===== src/rtl/issue_queue_2writer_if.sv =====
// Handshake bundle for issue_queue_2writer: two in-order enqueue lanes,
// one valid/ready dequeue lane and the occupancy count.
interface issue_queue_2writer_if #(
  parameter int DEPTH = 4,
  parameter int WIDTH = 8
);
  logic                     in0_valid;
  logic [WIDTH-1:0]         in0_data;
  logic                     in1_valid;
  logic [WIDTH-1:0]         in1_data;
  logic                     in0_ready;
  logic                     in1_ready;
  logic                     out_valid;
  logic [WIDTH-1:0]         out_data;
  logic                     out_ready;
  logic [$clog2(DEPTH):0]   count;

  modport master (
    output in0_valid, in0_data, in1_valid, in1_data, out_ready,
    input  in0_ready, in1_ready, out_valid, out_data, count
  );

  modport slave (
    input  in0_valid, in0_data, in1_valid, in1_data, out_ready,
    output in0_ready, in1_ready, out_valid, out_data, count
  );
endinterface


===== src/rtl/issue_queue_2writer.sv =====
// Two-lane-in, one-lane-out in-order FIFO between dispatch and a single issue port.
// Optional head bypass for an empty queue: define ISSUE_QUEUE_2WRITER_BYPASS_EN.
module issue_queue_2writer #(
  parameter int DEPTH = 4,
  parameter int WIDTH = 8
) (
  input logic                  sys_clk,
  input logic                  sys_rst_n,
  issue_queue_2writer_if.slave bus
);
  localparam int PW = $clog2(DEPTH);
  localparam int CW = PW + 1;

  logic [WIDTH-1:0] mem_r [DEPTH];
  logic [PW-1:0]    head_r;
  logic [PW-1:0]    tail_r;
  logic [CW-1:0]    count_r;

  logic             in0_ready_s;
  logic             in1_ready_s;
  logic             out_valid_s;
  logic [WIDTH-1:0] out_data_s;
  logic             acc0_s;
  logic             acc1_s;
  logic             pop_s;
  logic             byp_take_s;
  logic             we0_s;
  logic             we1_s;
  logic             head_adv_s;
  logic [PW-1:0]    addr0_s;
  logic [PW-1:0]    addr1_s;
  logic [PW-1:0]    tail_next_s;
  logic [PW-1:0]    head_next_s;
  logic [CW-1:0]    count_next_s;

  // Lane readiness from registered occupancy; head view of the queue.
  always_comb begin
    in0_ready_s = (count_r <= CW'(DEPTH - 1));
    in1_ready_s = (count_r <= CW'(DEPTH - 2));
`ifdef ISSUE_QUEUE_2WRITER_BYPASS_EN
    if ((count_r == {CW{1'b0}}) && bus.in0_valid) begin
      out_valid_s = 1'b1;
      out_data_s  = bus.in0_data;
    end else begin
      out_valid_s = (count_r != {CW{1'b0}});
      out_data_s  = mem_r[head_r];
    end
`else
    out_valid_s = (count_r != {CW{1'b0}});
    out_data_s  = mem_r[head_r];
`endif
  end

  // Accept/pop decisions, write addressing and next pointer/occupancy values.
  always_comb begin
    acc0_s = bus.in0_valid & in0_ready_s;
    acc1_s = bus.in1_valid & in1_ready_s & acc0_s;
    pop_s  = out_valid_s & bus.out_ready;
`ifdef ISSUE_QUEUE_2WRITER_BYPASS_EN
    byp_take_s = (count_r == {CW{1'b0}}) & bus.in0_valid & bus.out_ready;
`else
    byp_take_s = 1'b0;
`endif
    // A bypassed lane-0 entry never lands in storage, so lane 1 takes its slot.
    we0_s      = acc0_s & ~byp_take_s;
    we1_s      = acc1_s;
    head_adv_s = pop_s & ~byp_take_s;
    addr0_s    = tail_r;
    if (byp_take_s) begin
      addr1_s = tail_r;
    end else begin
      addr1_s = tail_r + PW'(1'b1);
    end
    tail_next_s = tail_r + PW'(we0_s) + PW'(we1_s);
    if (head_adv_s) begin
      head_next_s = head_r + PW'(1'b1);
    end else begin
      head_next_s = head_r;
    end
    count_next_s = count_r + CW'(we0_s) + CW'(we1_s) - CW'(head_adv_s);
  end

  // Pointer and occupancy registers.
  always_ff @(posedge sys_clk or negedge sys_rst_n) begin
    if (!sys_rst_n) begin
      head_r  <= {PW{1'b0}};
      tail_r  <= {PW{1'b0}};
      count_r <= {CW{1'b0}};
    end else begin
      head_r  <= head_next_s;
      tail_r  <= tail_next_s;
      count_r <= count_next_s;
    end
  end

  // Entry storage; contents are deliberately left untouched by reset.
  always_ff @(posedge sys_clk) begin
    if (we0_s) begin
      mem_r[addr0_s] <= bus.in0_data;
    end
    if (we1_s) begin
      mem_r[addr1_s] <= bus.in1_data;
    end
  end

  assign bus.in0_ready = in0_ready_s;
  assign bus.in1_ready = in1_ready_s;
  assign bus.out_valid = out_valid_s;
  assign bus.out_data  = out_data_s;
  assign bus.count     = count_r;
endmodule


===== src/flat_wrapper.sv =====
// flat-port wrapper written by rule: the top's interface ports become plain ports
module issue_queue_2writer_flat 
#(
  parameter int DEPTH = 4,
  parameter int WIDTH = 8
)
  (sys_clk, sys_rst_n, bus_in0_valid, bus_in0_data, bus_in1_valid, bus_in1_data, bus_out_ready, bus_in0_ready, bus_in1_ready, bus_out_valid, bus_out_data, bus_count);
  issue_queue_2writer_if #(.DEPTH(DEPTH), .WIDTH(WIDTH)) bus_i ();
  input logic sys_clk;
  input logic sys_rst_n;
  input wire logic [$bits(bus_i.in0_valid)-1:0] bus_in0_valid;
  input wire logic [$bits(bus_i.in0_data)-1:0] bus_in0_data;
  input wire logic [$bits(bus_i.in1_valid)-1:0] bus_in1_valid;
  input wire logic [$bits(bus_i.in1_data)-1:0] bus_in1_data;
  input wire logic [$bits(bus_i.out_ready)-1:0] bus_out_ready;
  output wire logic [$bits(bus_i.in0_ready)-1:0] bus_in0_ready;
  output wire logic [$bits(bus_i.in1_ready)-1:0] bus_in1_ready;
  output wire logic [$bits(bus_i.out_valid)-1:0] bus_out_valid;
  output wire logic [$bits(bus_i.out_data)-1:0] bus_out_data;
  output wire logic [$bits(bus_i.count)-1:0] bus_count;
  assign bus_i.in0_valid = bus_in0_valid;
  assign bus_i.in0_data = bus_in0_data;
  assign bus_i.in1_valid = bus_in1_valid;
  assign bus_i.in1_data = bus_in1_data;
  assign bus_i.out_ready = bus_out_ready;
  assign bus_in0_ready = bus_i.in0_ready;
  assign bus_in1_ready = bus_i.in1_ready;
  assign bus_out_valid = bus_i.out_valid;
  assign bus_out_data = bus_i.out_data;
  assign bus_count = bus_i.count;
  issue_queue_2writer #(.DEPTH(DEPTH), .WIDTH(WIDTH)) u_core (.sys_clk(sys_clk), .sys_rst_n(sys_rst_n), .bus(bus_i));
endmodule

===== config.mk =====
export PLATFORM = sky130hd
export DESIGN_NAME = issue_queue_2writer_flat
export DESIGN_NICKNAME = d
export VERILOG_FILES = /design/src/rtl/issue_queue_2writer_if.sv /design/src/rtl/issue_queue_2writer.sv /design/src/flat_wrapper.sv
export SDC_FILE = /design/constraint.sdc
export NUM_CORES = 1
export LEC_CHECK = 0
export ABC_AREA = 1
export CAP_MARGIN = 20
export CORE_ASPECT_RATIO = 1.75
export CORE_MARGIN = 4
export CORE_UTILIZATION = 55
export CTS_CLUSTER_SIZE = 40
export DETAILED_ROUTE_END_ITERATION = 10
export PLACE_DENSITY_LB_ADDON = 0.15
export SLEW_MARGIN = 20
export SYNTH_ARGS = -nofsm -noshare
export SYNTH_HDL_FRONTEND = slang
export SYNTH_SLANG_ARGS = --single-unit

===== constraint.sdc =====
create_clock -name sys_clk -period 6.7 [get_ports sys_clk]
set_clock_uncertainty 0.05 [all_clocks]
set_input_delay 1.005 -clock sys_clk [delete_from_list [all_inputs] [get_ports sys_clk]]
set_output_delay 1.005 -clock sys_clk [all_outputs]
set_load 0.01 [all_outputs]

==> summary.md <==
| Metric | Value |
|---|---|
| Number of synthesized register bits | `39` |
| Yosys top cell area share | `42.5%` |
| Post-route minimum period | `3.41 ns` |
| Reg2reg start | `u_core.bus.count[1]` |
| Cell count after placement | `311` |
| Crit path cell chain | `inv_1, o21ai_0, o22ai_1, clkdlybuf4s50_1` |
| Core area | `3940 um2` |
| Vias in the first global route | `1,668` |
| Peak VDD IR | `0.288 mV` |
| CP max stage delay | `0.72 ns` |
| Clk buf depth | `2` |
| Crit share post-route | `50.8%` |
| WL final | `4980 um` |
| Top Ports | `35` |
| Slew Limit Fails | `0` |
| P&R area growth vs syn | `18.4%` |
| Type of the tightest min-delay check | `flop to flop` |
| Synth warnings | `0` |
| Largest net degree at the start of global routing | `42` |
| Fillers | `322` |
| DRT iter0 DRCs | `54` |
| Gr usage total | `20.5%` |
| Setup Viol. Count Final | `0` |
| Slowest cell on the critical path | `dfrtp_1` |
| Detail Placement HPWL | `3710 um` |
| Gp weighted congestion | `1.00` |
| Die X | `56.4 um` |
| Cells resized by post-CTS repair | `0` |
| Area leader, netlist | `edfxtp_1` |
| Final hold viol count | `0` |
| Worst Path Arrival | `2.35 ns` |
| Tot Pwr | `1.11 mW` |
| DRC viols | `0` |
| Initial Util | `57.3%` |
| Later-pin clock latency in the skew report | `0.29 ns` |
| Cells after synthesis | `241` |
| Gr ovfl total | `0` |
| Final setup margin | `3.29 ns` |
| TritonCTS clock tree | `built` |
| Syn avg cell area | `9.37 um2` |
| Achievable frequency | `294 MHz` |
| Total number of vias | `1,755` |
| Clk root buf | `clkbuf_8` |
| Crit path kind | `flop to output port` |
| Largest cells by area after synthesis | `edfxtp_1, nand2_1, dfrtp_1` |
| Cell variety after synth | `26` |
| Syn Std Cell Area | `2260 um2` |
| Die area | `5240 um2` |
| Initial antenna violation count | `0` |
| Detail Route Antenna Nets | `0` |
| Commonest non-fill, non-tap cells in the layout | `nand2_1, o21ai_1, clkdlybuf4s50_1` |
| Sequential-to-total area share from yosys stat | `50.3%` |
| TritonCTS buffer count | `5` |
| Kind of end point of the critical path | `output port` |
| Worst Hold Launch | `u_core.addr0_s[1]` |
| Syn_nets | `268` |
| Worst-Margin Slew | `0.890 ns` |
| IO buf count | `34` |
| Crit Path Max Fanout | `18` |
| First-pass GRT wire length | `8000 um` |
| Worst setup SP type | `flop` |
| WL per Instance | `15.6 um` |
| Pre-CTS setup slack | `3.47 ns` |
| Final Non-Filler Cells | `319` |
| Post-CTS Hold Fix Bufs | `0` |
| Share of cells above drive strength 1 | `9.23%` |
| Status | `complete, no violations` |
| Avg Vias per Cell | `5.50` |
| Floorplan row count | `30` |
| Count of max-cap constraint violations | `0` |
| Setup TNS | `0 ns` |
| Antenna cells | `0` |
| Post-CTS setup buffer count | `0` |
| CTS sink count | `39` |
| Depth of the CTS H-tree | `2` |
| Crit. Startpoint | `u_core.head_r[0]` |
| RSZ-0062 raised after global routing | `no` |
| P_leak | `1.06 nW` |
| Final nets | `297` |
| Commonest non-fill, non-tap cell in the layout | `nand2_1` |
| Worst EP required | `5.64 ns` |
| Die H | `92.8 um` |
| Detailed Routing Iterations Pass 1 | `4` |
| Rel. slew slack | `40.3%` |
| Pwr/cell area | `415 nW/um2` |
| Clock-pin slew on the worst setup and hold paths | `0.07 ns` |
## cell families (layout without fill, tap and decap cells)
logic type | count (synthesis) | after routing | share of synthesized area [%]
and+or+nand+nor | 106 | 106 | 23.5
AOI/OAI and AO/OA | 60 | 60 | 14.1
DFF | 39 | 39 | 50.3
buffers and inverters | 27 | 57 | 6.59
adders and majority gates | 6 | 6 | 4.32
xor gates and xnor gates | 3 | 3 | 1.16
## critical path: cells and delay by family (launching register included)
family | cells | cell delay [ns]
buf+inv | 2 | 0.92
compound gates | 2 | 0.42
flops | 1 | 0.72
## Yosys cell counts
cell type	instances
o22ai_1	8
ha_1	3
clkbuf_1	2
o21ai_2	2
nand2_1	68
nor2_4	1
nand2_4	2
nor2_1	23
nand3_4	3
xor2_1	2
edfxtp_1	32
buf_6	4
buf_2	3
inv_2	2
dfrtp_1	7
o21ai_0	16
fa_1	3
o21ai_1	34
inv_1	13
buf_8	1
xnor2_1	1
nand3_1	1
nor2_8	3
clkbuf_2	2
nand3_2	2
nand2_2	3
## routing by layer
layer / GRT usage [%] / share of wire (%) / up-vias
li1: - / - / 875
met1: 22.0 / 38 / 816
met2: 36.7 / 55 / 52
met3: 3.35 / 3.7 / 12
met4: 12.3 / 3.2 / 0
met5: 0 / 0 / -
## path summary, 6_finish.rpt
path	end	slack, ns	cells past startpoint
setup / recovery	bus_out_data[2]	3.29	4
hold / removal	u_core.addr0_s[1]	0.49	1
setup reg to reg	u_core.bus.count[1]	4.10	10
hold reg to reg	u_core.addr0_s[1]	0.49	1
max in group asynchronous	u_core.head_r[1]	5.41	1
min in group asynchronous	u_core.bus.count[2]	0.93	1
## sequential cells by signal, indices dropped and copies added (netlist names)
| register | count |
|---|---|
| u_core.addr0_s | 2 |
| u_core.bus.count | 3 |
| u_core.head_r | 2 |
| u_core.mem_r | 32 |
## per-stage QoR
stage               utilization (%)  hold slack (ns)  instance area, um2
floorplan                         -            0.452                2260
global placement               65.1            0.469                2570
detailed placement             65.1            0.475                2570
CTS                            67.8            0.492                2670
global route                   67.8            0.542                2670
finish                         67.8            0.487                2670
## final cells by class
| type | count | area, um2 | area share (%) |
|---|---|---|---|
| sequential | 39 | 1140 | 42.5 |
| multi-input combinational | 175 | 973 | 36.4 |
| timing repair buffer | 34 | 340 | 12.7 |
| clock buffer | 5 | 68.8 | 2.57 |
| tap | 48 | 60.1 | 2.25 |
| inverter | 15 | 56.3 | 2.11 |
| clock inverter | 3 | 38.8 | 1.45 |
## power breakdown
group          switching, mW  internal, mW  leakage, nW
logic                  0.312         0.214        0.632
registers             0.0556         0.339        0.373
clock network         0.0790         0.109       0.0556
total                  0.447         0.662         1.06
(Power assumes the default switching activity.)
